`src/rtl/cpu_types_pkg.sv`:
```
// Shared types and constants for the instruction fetch front end.
// The HALT fetch state exists only when IFETCH_MISALIGN_CHK_EN is defined.
package cpu_types_pkg;

    localparam logic [31:0] NOP_INSTR    = 32'h0000_0013;
    localparam logic [31:0] RESET_VECTOR = 32'h0000_0000;

`ifdef IFETCH_MISALIGN_CHK_EN
    typedef enum logic [2:0] {IDLE, REQ, WAIT, DRAIN, HALT} fetch_state_t;
`else
    typedef enum logic [2:0] {IDLE, REQ, WAIT, DRAIN} fetch_state_t;
`endif

    typedef struct packed {
        logic [31:0] pc;
        logic [31:0] instr;
        logic        fault;
    } fetch_entry_t;

    function automatic logic [31:0] word_align(input logic [31:0] addr);
        return addr & ~32'h3;
    endfunction

endpackage

```
`src/rtl/fetch_fifo.sv`:
```
// Purpose: in-order buffer of fetch entries between fetch and decode, single-cycle flush.
// Latency: a push is visible at the head the next cycle; head comes straight from entry registers.
// Backpressure: push dropped when full unless a pop frees a slot that cycle; flush beats pop.
module fetch_fifo
    import cpu_types_pkg::*;
#(
    parameter int DEPTH = 4
) (
    input  logic                    clk,
    input  logic                    reset_n,
    input  logic                    flush,
    input  logic                    push,
    input  fetch_entry_t            push_entry,
    input  logic                    pop,
    output logic                    head_valid,
    output fetch_entry_t            head_entry,
    output logic [$clog2(DEPTH):0]  count
);

    localparam int AW = $clog2(DEPTH);

    fetch_entry_t   mem_q [DEPTH];
    logic [AW-1:0]  rd_ptr_q;
    logic [AW-1:0]  wr_ptr_q;
    logic [AW:0]    count_q;
    logic           full;
    logic           do_push;
    logic           do_pop;

    assign full    = (count_q == (AW+1)'(DEPTH));
    assign do_pop  = pop && (count_q != '0) && !flush;
    assign do_push = push && (flush || !full || do_pop);

    // A push alongside a flush becomes the sole surviving entry.
    always_ff @(posedge clk or negedge reset_n) begin
        if (!reset_n) begin
            rd_ptr_q <= '0;
            wr_ptr_q <= '0;
            count_q  <= '0;
            for (int i = 0; i < DEPTH; i++) begin
                mem_q[i] <= '0;
            end
        end else if (flush) begin
            rd_ptr_q <= '0;
            wr_ptr_q <= AW'(do_push);
            count_q  <= (AW+1)'(do_push);
            if (do_push) begin
                mem_q[0] <= push_entry;
            end
        end else begin
            if (do_push) begin
                mem_q[wr_ptr_q] <= push_entry;
                wr_ptr_q        <= wr_ptr_q + 1'b1;
            end
            if (do_pop) begin
                rd_ptr_q <= rd_ptr_q + 1'b1;
            end
            count_q <= count_q + (AW+1)'(do_push) - (AW+1)'(do_pop);
        end
    end

    assign head_valid = (count_q != '0);
    assign head_entry = mem_q[rd_ptr_q];
    assign count      = count_q;

endmodule

```
`src/rtl/instr_fetch_unit.sv`:
```
// Purpose: fetch front end, one outstanding imem request, buffers {pc, instr, fault} for decode.
// Latency: 3 cycles from reset release to first id_valid with a 1-cycle memory; 1 instr per 2 cycles.
// Backpressure: no request issued while the buffer is full; redirect flushes and drops in-flight data.
// Build option IFETCH_MISALIGN_CHK_EN: a misaligned redirect yields one fault entry and halts fetch.
module instr_fetch_unit
    import cpu_types_pkg::*;
#(
    parameter int              XLEN       = 32,
    parameter logic [XLEN-1:0] RESET_PC   = RESET_VECTOR,
    parameter int              FIFO_DEPTH = 4
) (
    input  logic            clk,
    input  logic            reset_n,
    output logic            imem_req_valid,
    input  logic            imem_req_ready,
    output logic [XLEN-1:0] imem_req_addr,
    input  logic            imem_rsp_valid,
    input  logic [31:0]     imem_rsp_data,
    input  logic            imem_rsp_err,
    input  logic            redirect_valid,
    input  logic [XLEN-1:0] redirect_pc,
    output logic            id_valid,
    input  logic            id_ready,
    output logic [31:0]     id_instr,
    output logic [XLEN-1:0] id_pc,
    output logic            id_fault
);

    localparam int CW = $clog2(FIFO_DEPTH) + 1;

    fetch_state_t    state_q;
    fetch_state_t    state_d;
    logic [XLEN-1:0] pc_q;
    logic [XLEN-1:0] pc_d;
    logic [XLEN-1:0] target_pc;
    logic            req_hs;
    logic            fifo_push;
    logic            fifo_pop;
    logic            fifo_flush;
    logic            head_valid;
    logic [CW-1:0]   fifo_count;
    logic [CW-1:0]   count_after;
    fetch_entry_t    push_entry;
    fetch_entry_t    head_entry;

    assign imem_req_valid = (state_q == REQ);
    assign imem_req_addr  = (state_q == REQ) ? pc_q : '0;
    assign req_hs         = (state_q == REQ) && imem_req_ready;
    assign fifo_pop       = id_valid && id_ready;
    assign count_after    = fifo_count + CW'(1) - CW'(fifo_pop);

`ifdef IFETCH_MISALIGN_CHK_EN
    logic misaligned;
    assign misaligned = (redirect_pc[1:0] != 2'b00);
    assign target_pc  = redirect_pc;
`else
    assign target_pc  = word_align(redirect_pc);
`endif

    always_comb begin
        state_d          = state_q;
        pc_d             = pc_q;
        fifo_push        = 1'b0;
        fifo_flush       = 1'b0;
        // pc_q already moved past the outstanding request.
        push_entry.pc    = pc_q - XLEN'(4);
        push_entry.instr = imem_rsp_err ? NOP_INSTR : imem_rsp_data;
        push_entry.fault = imem_rsp_err;

        case (state_q)
            IDLE: begin
                if (fifo_count < CW'(FIFO_DEPTH)) state_d = REQ;
            end
            REQ: begin
                if (req_hs) begin
                    pc_d    = pc_q + XLEN'(4);
                    state_d = WAIT;
                end
            end
            WAIT: begin
                if (imem_rsp_valid) begin
                    fifo_push = 1'b1;
                    state_d   = (count_after < CW'(FIFO_DEPTH)) ? REQ : IDLE;
                end
            end
            DRAIN: begin
                if (imem_rsp_valid) state_d = REQ;
            end
            default: ;
        endcase

        if (redirect_valid) begin
            fifo_flush = 1'b1;
            fifo_push  = 1'b0;
            pc_d       = target_pc;
            case (state_q)
                REQ:     state_d = req_hs ? DRAIN : REQ;
                WAIT:    state_d = imem_rsp_valid ? REQ : DRAIN;
                // A stale response landing with the redirect leaves nothing to wait for.
                DRAIN:   state_d = imem_rsp_valid ? REQ : DRAIN;
                default: state_d = REQ;
            endcase
`ifdef IFETCH_MISALIGN_CHK_EN
            if (misaligned) begin
                fifo_push        = 1'b1;
                push_entry.pc    = redirect_pc;
                push_entry.instr = NOP_INSTR;
                push_entry.fault = 1'b1;
                state_d          = HALT;
            end
`endif
        end
    end

    always_ff @(posedge clk or negedge reset_n) begin
        if (!reset_n) begin
            state_q <= IDLE;
            pc_q    <= RESET_PC;
        end else begin
            state_q <= state_d;
            pc_q    <= pc_d;
        end
    end

    fetch_fifo #(
        .DEPTH (FIFO_DEPTH)
    ) u_fifo (
        .clk        (clk),
        .reset_n    (reset_n),
        .flush      (fifo_flush),
        .push       (fifo_push),
        .push_entry (push_entry),
        .pop        (fifo_pop),
        .head_valid (head_valid),
        .head_entry (head_entry),
        .count      (fifo_count)
    );

    assign id_valid = head_valid;
    assign id_instr = head_valid ? head_entry.instr : '0;
    assign id_pc    = head_valid ? XLEN'(head_entry.pc) : '0;
    assign id_fault = head_valid && head_entry.fault;

endmodule
```
`config.mk`:
```
export PLATFORM = sky130hd
export DESIGN_NAME = instr_fetch_unit
export DESIGN_NICKNAME = d
export VERILOG_FILES = /design/src/rtl/cpu_types_pkg.sv /design/src/rtl/fetch_fifo.sv /design/src/rtl/instr_fetch_unit.sv
export SDC_FILE = /design/constraint.sdc
export NUM_CORES = 1
export LEC_CHECK = 0
export ABC_AREA = 1
export BUFFER_PORTS_ARGS = -buffer_cell sky130_fd_sc_hd__buf_2
export CAP_MARGIN = 10
export CORE_MARGIN = 2
export CORE_UTILIZATION = 45
export DETAILED_ROUTE_END_ITERATION = 8
export PLACE_DENSITY_LB_ADDON = 0.15
export SKIP_CTS_REPAIR_TIMING = 1
export SYNTH_ARGS = -nofsm -noshare
export SYNTH_HDL_FRONTEND = slang
export SYNTH_SLANG_ARGS = --single-unit
export TNS_END_PERCENT = 10
```
`constraint.sdc`:
```
create_clock -name clk -period 4.8 [get_ports clk]
set_input_delay 0.96 -clock clk [delete_from_list [all_inputs] [get_ports clk]]
set_output_delay 0.96 -clock clk [all_outputs]
set_load 0.1 [all_outputs]
```
==> metrics.log, run 1 <==
INFO  metric timing.slew.headroom = 29.65%
INFO  metric worst_setup_hold_path_clk_slew = 60 ps
INFO  metric cts_max_level = 2
INFO  metric synth_async_sr_flop_share = 100.0%
INFO  metric critical_path.slowest_cell = sky130_fd_sc_hd__buf_4
INFO  metric insertion_delay = 500 ps
INFO  metric synthMostInstantiatedCell = sky130_fd_sc_hd__nand2_1
INFO  metric startpoint_type = register
INFO  metric final_layout_size_suffix_gt1_share = 11.09%
INFO  metric drt_first_pass_iters = 9
INFO  metric design.final.nets = 2350
INFO  metric drt.antenna.violating_nets = 0
INFO  metric setup-tns-final = 0 ps
INFO  metric cts_tree = done
INFO  metric worstSetupEndpointType = output pin
INFO  metric postSynth.topFlopCell = sky130_fd_sc_hd__dfrtp_1
INFO  metric grt_setup_unrepaired = false
INFO  metric synth.cell_area = 15460 um^2
INFO  metric wl_per_cell = 16.65 um
INFO  metric die_w = 189.4 um
INFO  metric ys.warnings.count = 0
INFO  metric grt_antenna_before_repair = 0
INFO  metric timing.critical_path.arrival = 3280 ps
INFO  metric power.density = 657.2 nW/um^2
INFO  metric post-synth-top-area-cell = sky130_fd_sc_hd__dfrtp_1
INFO  metric design.die.area = 35860 um^2
INFO  metric placementRows = 67
INFO  metric r2r-start = state_q[1]
INFO  metric cts-buffers-inserted = 35
INFO  metric worst_ir_drop_vdd = 681.4 uV
INFO  metric drt-vias-per-instance = 5.227
INFO  metric grt_pass1_vias = 13580
INFO  metric largest_net_degree_at_the_start_of_global_routing = 102
INFO  metric placeableCoreArea = 33700 um^2
INFO  metric worst-slew-pin-transition = 1053 ps
INFO  metric rr_endpoint = pc_q[15]
INFO  metric p_r_area_growth_vs_syn = 13.15%
INFO  metric num-fill-cells = 3378
INFO  metric largest_clock_skew_in_the_final_design = 8.377 ps
INFO  metric buffer_ports.inserted = 165
INFO  metric die_h = 189.4 um
INFO  metric cts_num_sinks = 292
INFO  metric grt_pass1_wl = 73.30 mm
INFO  metric worst_setup_path_endpoint = id_pc[3]
INFO  metric final_count_of_hold_timing_violations = 0
INFO  metric max_freq = 0.2359 GHz
INFO  metric synth.area.top_cells = sky130_fd_sc_hd__dfrtp_1, sky130_fd_sc_hd__nand2_1, sky130_fd_sc_hd__o21ai_0
INFO  metric total_leakage_power = 8.924 nW
INFO  metric crit_path_start = u_fifo.rd_ptr_q[0]
INFO  metric drt_drc_violations_left = 0
INFO  metric grt_overflow_total = 0
INFO  metric gp_routability_congestion = 0.9534
INFO  metric synth-seq-area-share = 47.25%
INFO  metric r2r.worst_path.cells = 9
INFO  metric critical_path_required = 3840 ps
INFO  metric synth.top_cells.by_count = sky130_fd_sc_hd__nand2_1, sky130_fd_sc_hd__dfrtp_1, sky130_fd_sc_hd__nor2_1
INFO  metric cts-root-to-sink-buffers = 3
INFO  metric postSynthCellCount = 2179
INFO  metric io-pin-count = 170
INFO  metric route.vias.total = 14320
INFO  metric synth.avg_cell_area = 7.097 um^2
INFO  metric critPathMaxFanout = 89
INFO  metric critical_path.most_common_cell = sky130_fd_sc_hd__nor2_1
INFO  metric layout_min_cycle_time = 4239 ps
INFO  metric timing.hold.worst.class = input port to async pin
INFO  metric post_synth_num_cell_types = 35
INFO  metric path_class = register to output pin
INFO  metric status = finished, final reports clean
INFO  metric maxSlewViolCount = 0
INFO  metric grt_util_all_layers = 25.48%
INFO  metric layout_worst_path_cycle_share = 88.31%
INFO  metric synth_top_cell_area_share = 47.25%
INFO  metric drt_iter0_markers = 1312
INFO  metric postSynthRegisterBits = 292
INFO  metric max_cap_violations = 0
INFO  metric synth-edff-count = 0
INFO  metric register_to_register_setup_slack = 1840 ps
INFO  metric worst_path_largest_cell_delay = 830 ps
INFO  metric dp.final_hpwl = 28.46 mm
INFO  metric clock_tree.root_cell = sky130_fd_sc_hd__clkbuf_16
INFO  metric setup_viol = 0
INFO  metric fin_ws = 561.3 ps
INFO  metric routed_wl = 45.63 mm
INFO  metric initial_utilization = 45.89%
INFO  metric dp_slack = 1084 ps
INFO  metric path_cells = buf_4, nor2_1, nor2_1, o21ai_0, a21oi_1, buf_2
placed cells by master (no fill, tap or decap), types with 2 or more instances in the layout:
master,instances
sky130_fd_sc_hd__nand2_1,709
sky130_fd_sc_hd__dfrtp_1,290
sky130_fd_sc_hd__nor2_1,272
sky130_fd_sc_hd__o21ai_0,265
sky130_fd_sc_hd__inv_1,188
sky130_fd_sc_hd__buf_2,164
sky130_fd_sc_hd__a21oi_1,158
sky130_fd_sc_hd__nand3_1,63
sky130_fd_sc_hd__clkbuf_16,35
sky130_fd_sc_hd__o21ai_1,27
sky130_fd_sc_hd__xor2_1,16
sky130_fd_sc_hd__buf_4,16
sky130_fd_sc_hd__nand4_1,11
sky130_fd_sc_hd__clkbuf_1,9
sky130_fd_sc_hd__ha_1,8
sky130_fd_sc_hd__inv_2,7
sky130_fd_sc_hd__clkbuf_8,7
sky130_fd_sc_hd__clkinv_2,6
sky130_fd_sc_hd__nor2_4,5
sky130_fd_sc_hd__o211ai_1,4
sky130_fd_sc_hd__buf_12,4
sky130_fd_sc_hd__o21a_1,3
sky130_fd_sc_hd__diode_2,2
sky130_fd_sc_hd__nand2_2,2
sky130_fd_sc_hd__o22ai_1,2
sky130_fd_sc_hd__a31oi_1,2
sky130_fd_sc_hd__conb_1,2
area by class of cell:
class	instances	area [um^2]	area share, %
Timing Repair Buffer	185	1036	5.921
Clock buffer	51	1006	5.749
Inverter	198	745.7	4.262
Clock inverter	6	36.28	0.2074
Tap cell	448	560.5	3.204
Sequential cell	292	7312	41.79
Antenna cell	2	5.005	0.02860
Multi-Input combinational cell	1558	6795	38.84
power by group:
part | switching (mW) | internal, mW
Clock | 1.01 | 1.44
Sequential | 0.409 | 2.99
Combinational | 4.67 | 0.971
layer usage:
layer / share of wire, % / up-vias / track usage [%]
li1: - / 7035 / -
met1: 45 / 6746 / 35.13
met2: 46 / 469 / 42.17
met3: 6.3 / 72 / 3.021
met4: 2.6 / 0 / 7.782
met5: 0 / - / 0
through the flow:
step                instances  instance area, um^2  power [mW]  hold slack, ps  utilization (%)
global route             2738                17490       12.10           472.1            51.90
CTS                      2738                17490       11.54           463.4            51.90
floorplan                2180                15470       7.860           436.5                -
finish                   2740                17500       11.50           440.5            51.92
global placement         2681                16450       9.014           447.4            48.81
detailed placement       2681                16450       9.059           453.2            48.81
worst min path at each step:
stage	end	from	slack [ps]	cells after the start
finish	u_fifo.mem_q[12]	reset_n	440	1
floorplan	u_fifo.mem_q[229]	u_fifo.mem_q[229]	440	2
global placement	u_fifo.mem_q[204]	u_fifo.mem_q[204]	450	2
global route	u_fifo.mem_q[210]	u_fifo.mem_q[210]	470	2
CTS	u_fifo.mem_q[12]	reset_n	460	1
detailed placement	u_fifo.mem_q[7]	u_fifo.mem_q[7]	450	2
critical path: cells and delay by family (launching register included):
| family | cells | cell delay (ps) |
|---|---|---|
| AOI/OAI and AO/OA | 2 | 460 |
| buffers and inverters | 2 | 1340 |
| DFF | 1 | 690 |
| and+or+nand+nor | 2 | 230 |
registers in the layout, indices dropped and copies added, names as in the netlist:
signal / count
pc_q: 30
state_q: 2
u_fifo.count: 3
u_fifo.mem_q: 253
u_fifo.rd_ptr_q: 2
u_fifo.wr_ptr_q: 2
logic make-up after synthesis:
kind of cell / share of synthesized area [%]
xor gates and xnor gates: 0.9062
adders and majority gates: 0.7768
AOI/OAI and AO/OA: 15.17
and+or+nand+nor: 26.94
other: 0.02425
DFF: 47.25
buffers and inverters: 8.925
(Power assumes the default switching activity.)
==> run 2: changes to the inputs <==
--- a/config.mk
+++ b/config.mk
@@ -6,7 +6,7 @@
 export NUM_CORES = 1
 export LEC_CHECK = 0
 export ABC_AREA = 1
-export BUFFER_PORTS_ARGS = -buffer_cell sky130_fd_sc_hd__buf_2
+export BUFFER_PORTS_ARGS = -buffer_cell sky130_fd_sc_hd__buf_4
 export CAP_MARGIN = 10
 export CORE_MARGIN = 2
 export CORE_UTILIZATION = 45
==> metrics.log, run 2 (synthesis gave the netlist of run 1 again) <==
INFO  metric status = finished, final reports clean
INFO  metric final_layout_size_suffix_gt1_share = 11.33%
INFO  metric grt_pass1_wl = 74.17 mm
INFO  metric layout.core_utilization = 53.29%
INFO  metric multi_input_comb_area = 6795 um^2
INFO  metric cts_max_level = 2
INFO  metric worst_ir_drop_vdd = 497.2 uV
INFO  metric num-fill-cells = 3409
INFO  metric critical_path_required = 3840 ps
INFO  metric path_cells = clkinv_2, buf_4, a21oi_1, o21ai_0, a21oi_1, buf_4
INFO  metric worst-slew-pin-transition = 1081 ps
INFO  metric layout_min_cycle_time = 4217 ps
INFO  metric critPathMaxFanout = 47
INFO  metric cts-root-to-sink-buffers = 3
INFO  metric rr_endpoint = pc_q[15]
INFO  metric die_h = 189.4 um
INFO  metric max_cap_violations = 0
INFO  metric drt.antenna.violating_nets = 0
INFO  metric worstSetupEndpointType = output pin
INFO  metric timing.critical_path.arrival = 3260 ps
INFO  metric initial_utilization = 45.89%
INFO  metric routed_wl = 46.28 mm
INFO  metric clock_tree.root_cell = sky130_fd_sc_hd__clkbuf_16
INFO  metric largest_clock_skew_in_the_final_design = 20.31 ps
INFO  metric grt_overflow_total = 0
INFO  metric area.sequential = 7312 um^2
INFO  metric drt_drc_violations_left = 0
INFO  metric register_to_register_setup_slack = 1770 ps
INFO  metric setup_viol = 0
INFO  metric insertion_delay = 520 ps
INFO  metric antenna_cells_inserted = 0
INFO  metric dp.final_hpwl = 28.69 mm
INFO  metric timing.slew.headroom = 27.92%
INFO  metric r2r.worst_path.cells = 9
INFO  metric path_class = register to output pin
INFO  metric whs = 428.7 ps
INFO  metric layout.cells.most_common = sky130_fd_sc_hd__nand2_1
INFO  metric buffer_ports.inserted = 165
INFO  metric largest_net_degree_at_the_start_of_global_routing = 102
INFO  metric io-pin-count = 170
INFO  metric die_w = 189.4 um
INFO  metric cts_tree = done
INFO  metric grt_antenna_before_repair = 0
INFO  metric largest_register_ff_count = 253
INFO  metric maxSlewViolCount = 0
INFO  metric worst-path-buf-inv = 3
INFO  metric placementRows = 67
INFO  metric most-common-layout-cells = sky130_fd_sc_hd__nand2_1, sky130_fd_sc_hd__dfrtp_1, sky130_fd_sc_hd__nor2_1
INFO  metric final_count_of_hold_timing_violations = 0
INFO  metric grt_pass1_vias = 13780
INFO  metric total_leakage_power = 9.034 nW
INFO  metric r2r-start = state_q[1]
INFO  metric placeableCoreArea = 33700 um^2
INFO  metric gp_routability_congestion = 0.9402
INFO  metric critical_path.slowest_cell = sky130_fd_sc_hd__dfrtp_4
INFO  metric setup-tns-final = 0 ps
INFO  metric drt_first_pass_iters = 5
INFO  metric register_name_with_the_most_flops = u_fifo.mem_q
INFO  metric worst_path_largest_cell_delay = 740 ps
INFO  metric timing.hold.worst.class = input port to async pin
INFO  metric cts_num_sinks = 292
INFO  metric grt_setup_unrepaired = false
INFO  metric cts-buffers-inserted = 35
INFO  metric design.die.area = 35860 um^2
INFO  metric worst_setup_hold_path_clk_slew = 60 ps
INFO  metric worst_path_dominant_cell_family = buffers and inverters
INFO  metric report.power.total = 11.90 mW
INFO  metric drt-vias-per-instance = 5.220
INFO  metric max_freq = 0.2372 GHz
INFO  metric route.vias.total = 14310
INFO  metric layout_worst_path_cycle_share = 87.85%
INFO  metric drt_iter0_markers = 1328
INFO  metric power.density = 662.5 nW/um^2
INFO  metric wl_per_cell = 16.88 um
INFO  metric startpoint_type = register
INFO  metric p_r_area_growth_vs_syn = 16.14%
INFO  metric design.final.nets = 2350
INFO  metric grt_util_all_layers = 25.92%
run 2: layout make-up:
| class | instances | area share [%] |
|---|---|---|
| Tap cell | 448 | 3.121 |
| Multi-Input combinational cell | 1558 | 37.84 |
| Clock buffer | 49 | 5.559 |
| Sequential cell | 292 | 40.71 |
| Inverter | 198 | 4.152 |
| Clock inverter | 12 | 0.6340 |
| Timing Repair Buffer | 185 | 7.984 |
run 2: worst max path at each step:
stage                        end               start  slack (ps)  cells after the start
floorplan               id_pc[1]     u_fifo.count[1]         760                      5
finish              id_instr[15]  u_fifo.rd_ptr_q[0]         580                      6
global placement     id_instr[6]  u_fifo.rd_ptr_q[0]        1200                      6
CTS                 id_instr[12]  u_fifo.rd_ptr_q[0]         610                      6
global route            id_pc[3]  u_fifo.rd_ptr_q[0]         370                      6
detailed placement  id_instr[12]  u_fifo.rd_ptr_q[0]        1160                      6
run 2: power by group:
group / switching, mW / leakage, nW / internal (mW)
clock network: 1.03 / 0.558 / 1.56
registers: 0.417 / 3.58 / 2.99
logic: 4.70 / 4.90 / 1.19
total: 6.16 / 9.03 / 5.74
run 2: worst register-to-register path: stages (launching register included):
cell	delay (ps)
sky130_fd_sc_hd__dfrtp_1	340
sky130_fd_sc_hd__inv_1	70
sky130_fd_sc_hd__nand2_1	780
sky130_fd_sc_hd__inv_1	220
sky130_fd_sc_hd__nand2_1	280
sky130_fd_sc_hd__nand2_2	300
sky130_fd_sc_hd__inv_2	570
sky130_fd_sc_hd__nor2_1	170
sky130_fd_sc_hd__nand2_1	100
sky130_fd_sc_hd__o21ai_0	70
run 2: through the flow:
| stage | std cells | area (um^2) | worst slack, ps |
|---|---|---|---|
| 2_1_floorplan | 2180 | 15470 | 755.3 |
| 3_3_place_gp | 2681 | 16850 | 1196 |
| 5_1_grt | 2742 | 17960 | 372.7 |
| 4_1_cts | 2742 | 17960 | 607.6 |
| 3_5_place_dp | 2681 | 16850 | 1158 |
| 6_report | 2742 | 17960 | 583.3 |
run 2: layer usage:
layer / vias to the layer above / track usage, % / share of wire [%]
li1: 7041 / - / -
met1: 6770 / 35.57 / 45
met2: 431 / 43.46 / 47
met3: 72 / 3.207 / 5.9
met4: 0 / 6.977 / 2.3
met5: - / 0 / 0
==> run 3: changes to the inputs <==
--- a/config.mk
+++ b/config.mk
@@ -9,7 +9,7 @@
 export BUFFER_PORTS_ARGS = -buffer_cell sky130_fd_sc_hd__buf_4
 export CAP_MARGIN = 10
 export CORE_MARGIN = 2
-export CORE_UTILIZATION = 45
+export CORE_UTILIZATION = 24
 export DETAILED_ROUTE_END_ITERATION = 8
 export PLACE_DENSITY_LB_ADDON = 0.15
 export SKIP_CTS_REPAIR_TIMING = 1
==> metrics.log, run 3 (synthesis gave the netlist of run 1 again) <==
INFO  metric status = finished, final reports clean
INFO  metric total_leakage_power = 9.127 nW
INFO  metric placementRows = 93
INFO  metric p_r_area_growth_vs_syn = 20.88%
INFO  metric insertion_delay = 550 ps
INFO  metric netSwitchingPower = 6.417 mW
INFO  metric most-common-layout-cells = sky130_fd_sc_hd__nand2_1, sky130_fd_sc_hd__dfrtp_1, sky130_fd_sc_hd__nor2_1
INFO  metric drt_first_pass_iters = 6
INFO  metric layout.cells.most_common = sky130_fd_sc_hd__nand2_1
INFO  metric initial_utilization = 24.12%
INFO  metric power.share.combinational = 49.6%
INFO  metric final_layout_size_suffix_gt1_share = 11.40%
INFO  metric timing.slew.headroom = 36.93%
INFO  metric power.sequential.fraction = 27.5%
INFO  metric critPathMaxFanout = 48
INFO  metric drt-vias-per-instance = 4.534
INFO  metric routed_wl = 55.45 mm
INFO  metric wl_per_cell = 17.52 um
INFO  metric buffer_ports.inserted = 165
INFO  metric power_report.internal_total = 5.953 mW
INFO  metric grt_overflow_total = 0
INFO  metric sw_frac_of_total = 51.88%
INFO  metric register_name_with_the_most_flops = u_fifo.mem_q
INFO  metric max_freq = 0.2395 GHz
INFO  metric drt_iter0_markers = 966
INFO  metric timing.critical_path.arrival = 3210 ps
INFO  metric io-pin-count = 170
INFO  metric cts-buffers-inserted = 38
INFO  metric fin_ws = 625.0 ps
INFO  metric power.density = 661.8 nW/um^2
INFO  metric grt_pass1_wl = 86.12 mm
INFO  metric register_to_register_setup_slack = 2300 ps
INFO  metric design.die.area = 66480 um^2
INFO  metric worstSetupEndpointType = output pin
INFO  metric cts-root-to-sink-buffers = 3
INFO  metric largest_clock_skew_in_the_final_design = 16.58 ps
INFO  metric final_design_area_no_fill = 18690 um^2
INFO  metric drt.antenna.violating_nets = 0
INFO  metric setup-tns-final = 0 ps
INFO  metric drt_drc_violations_left = 0
INFO  metric final_count_of_hold_timing_violations = 0
INFO  metric layout_min_cycle_time = 4175 ps
INFO  metric grt_setup_unrepaired = false
INFO  metric route.vias.total = 14340
INFO  metric worst_setup_hold_path_clk_slew = 50 ps
INFO  metric gp_routability_congestion = 0.8671
INFO  metric die_h = 257.8 um
INFO  metric path_class = register to output pin
INFO  metric startpoint_type = register
INFO  metric worst-slew-pin-transition = 945.0 ps
INFO  metric dp.final_hpwl = 35.81 mm
INFO  metric critical_path_required = 3840 ps
INFO  metric max_cap_violations = 0
INFO  metric grt_util_all_layers = 16.68%
INFO  metric placedInstanceArea = 17450 um^2
INFO  metric cts_tree = done
INFO  metric layout_worst_path_cycle_share = 86.98%
INFO  metric cts_max_level = 2
INFO  metric maxSlewViolCount = 0
INFO  metric largest_register_ff_count = 253
INFO  metric design.final.nets = 2360
INFO  metric clock_tree.root_cell = sky130_fd_sc_hd__clkbuf_16
INFO  metric largest_net_degree_at_the_start_of_global_routing = 102
INFO  metric placeableCoreArea = 64120 um^2
INFO  metric cts_num_sinks = 292
INFO  metric setup_viol = 0
INFO  metric worst_ir_drop_vdd = 586.5 uV
INFO  metric clockPowerShare = 22.8%
INFO  metric dp_slack = 1192 ps
INFO  metric whs = 405.7 ps
INFO  metric timing.hold.worst.class = input port to async pin
INFO  metric die_w = 257.8 um
INFO  metric grt_antenna_before_repair = 1
INFO  metric grt_pass1_vias = 14280
run 3: stage by stage:
stage	power [mW]	util [%]	std cells
2_1_floorplan	7.860	-	2180
3_3_place_gp	9.560	27.22	3094
3_5_place_dp	9.604	27.22	3094
4_1_cts	12.51	29.11	3162
5_1_grt	13.08	29.15	3164
6_report	12.37	29.15	3164
run 3: path summary, 6_finish.rpt:
kind / start / to / depth (start not counted)
setup / recovery: u_fifo.rd_ptr_q[0] / id_instr[17] / 6
hold / removal: reset_n / u_fifo.mem_q[79] / 1
setup reg to reg: state_q[1] / pc_q[23] / 9
hold reg to reg: u_fifo.mem_q[10] / u_fifo.mem_q[10] / 2
max in group asynchronous: reset_n / u_fifo.mem_q[91] / 2
min in group clk: u_fifo.mem_q[10] / u_fifo.mem_q[10] / 2
run 3: power groups by stage:
stage | sequential (mW) | clock, mW | combinational (mW)
global route | 3.48 | 3.03 | 6.57
finish | 3.41 | 2.82 | 6.14
CTS | 3.40 | 2.93 | 6.18
detailed placement | 3.44 | 0 | 6.16
global placement | 3.43 | 0 | 6.13
floorplan | 3.23 | 0 | 4.63
run 3: worst max-delay path, cell delays in order, from the launching register on:
cell	delay, ps
sky130_fd_sc_hd__dfrtp_4	750
sky130_fd_sc_hd__clkinv_2	580
sky130_fd_sc_hd__buf_12	370
sky130_fd_sc_hd__a21oi_1	150
sky130_fd_sc_hd__o21ai_0	110
sky130_fd_sc_hd__a21oi_1	260
sky130_fd_sc_hd__buf_4	350
run 3: final cells by class:
type                            instances  area (um^2)
Fill cell                            7043        45420
Inverter                              198        744.5
Multi-Input combinational cell       1558         6795
Clock buffer                           62         1112
Tap cell                              855         1070
Clock inverter                          6        98.84
Sequential cell                       292         7312
Antenna cell                            1        2.502
Timing Repair Buffer                  192         1556
run 3: metal layers:
metal	track usage [%]	vias to the layer above	wire length, um
li1	-	7059	-
met1	22.68	6879	25980
met2	27.55	343	25840
met3	2.562	63	2539
met4	4.480	0	1084
met5	0	-	0
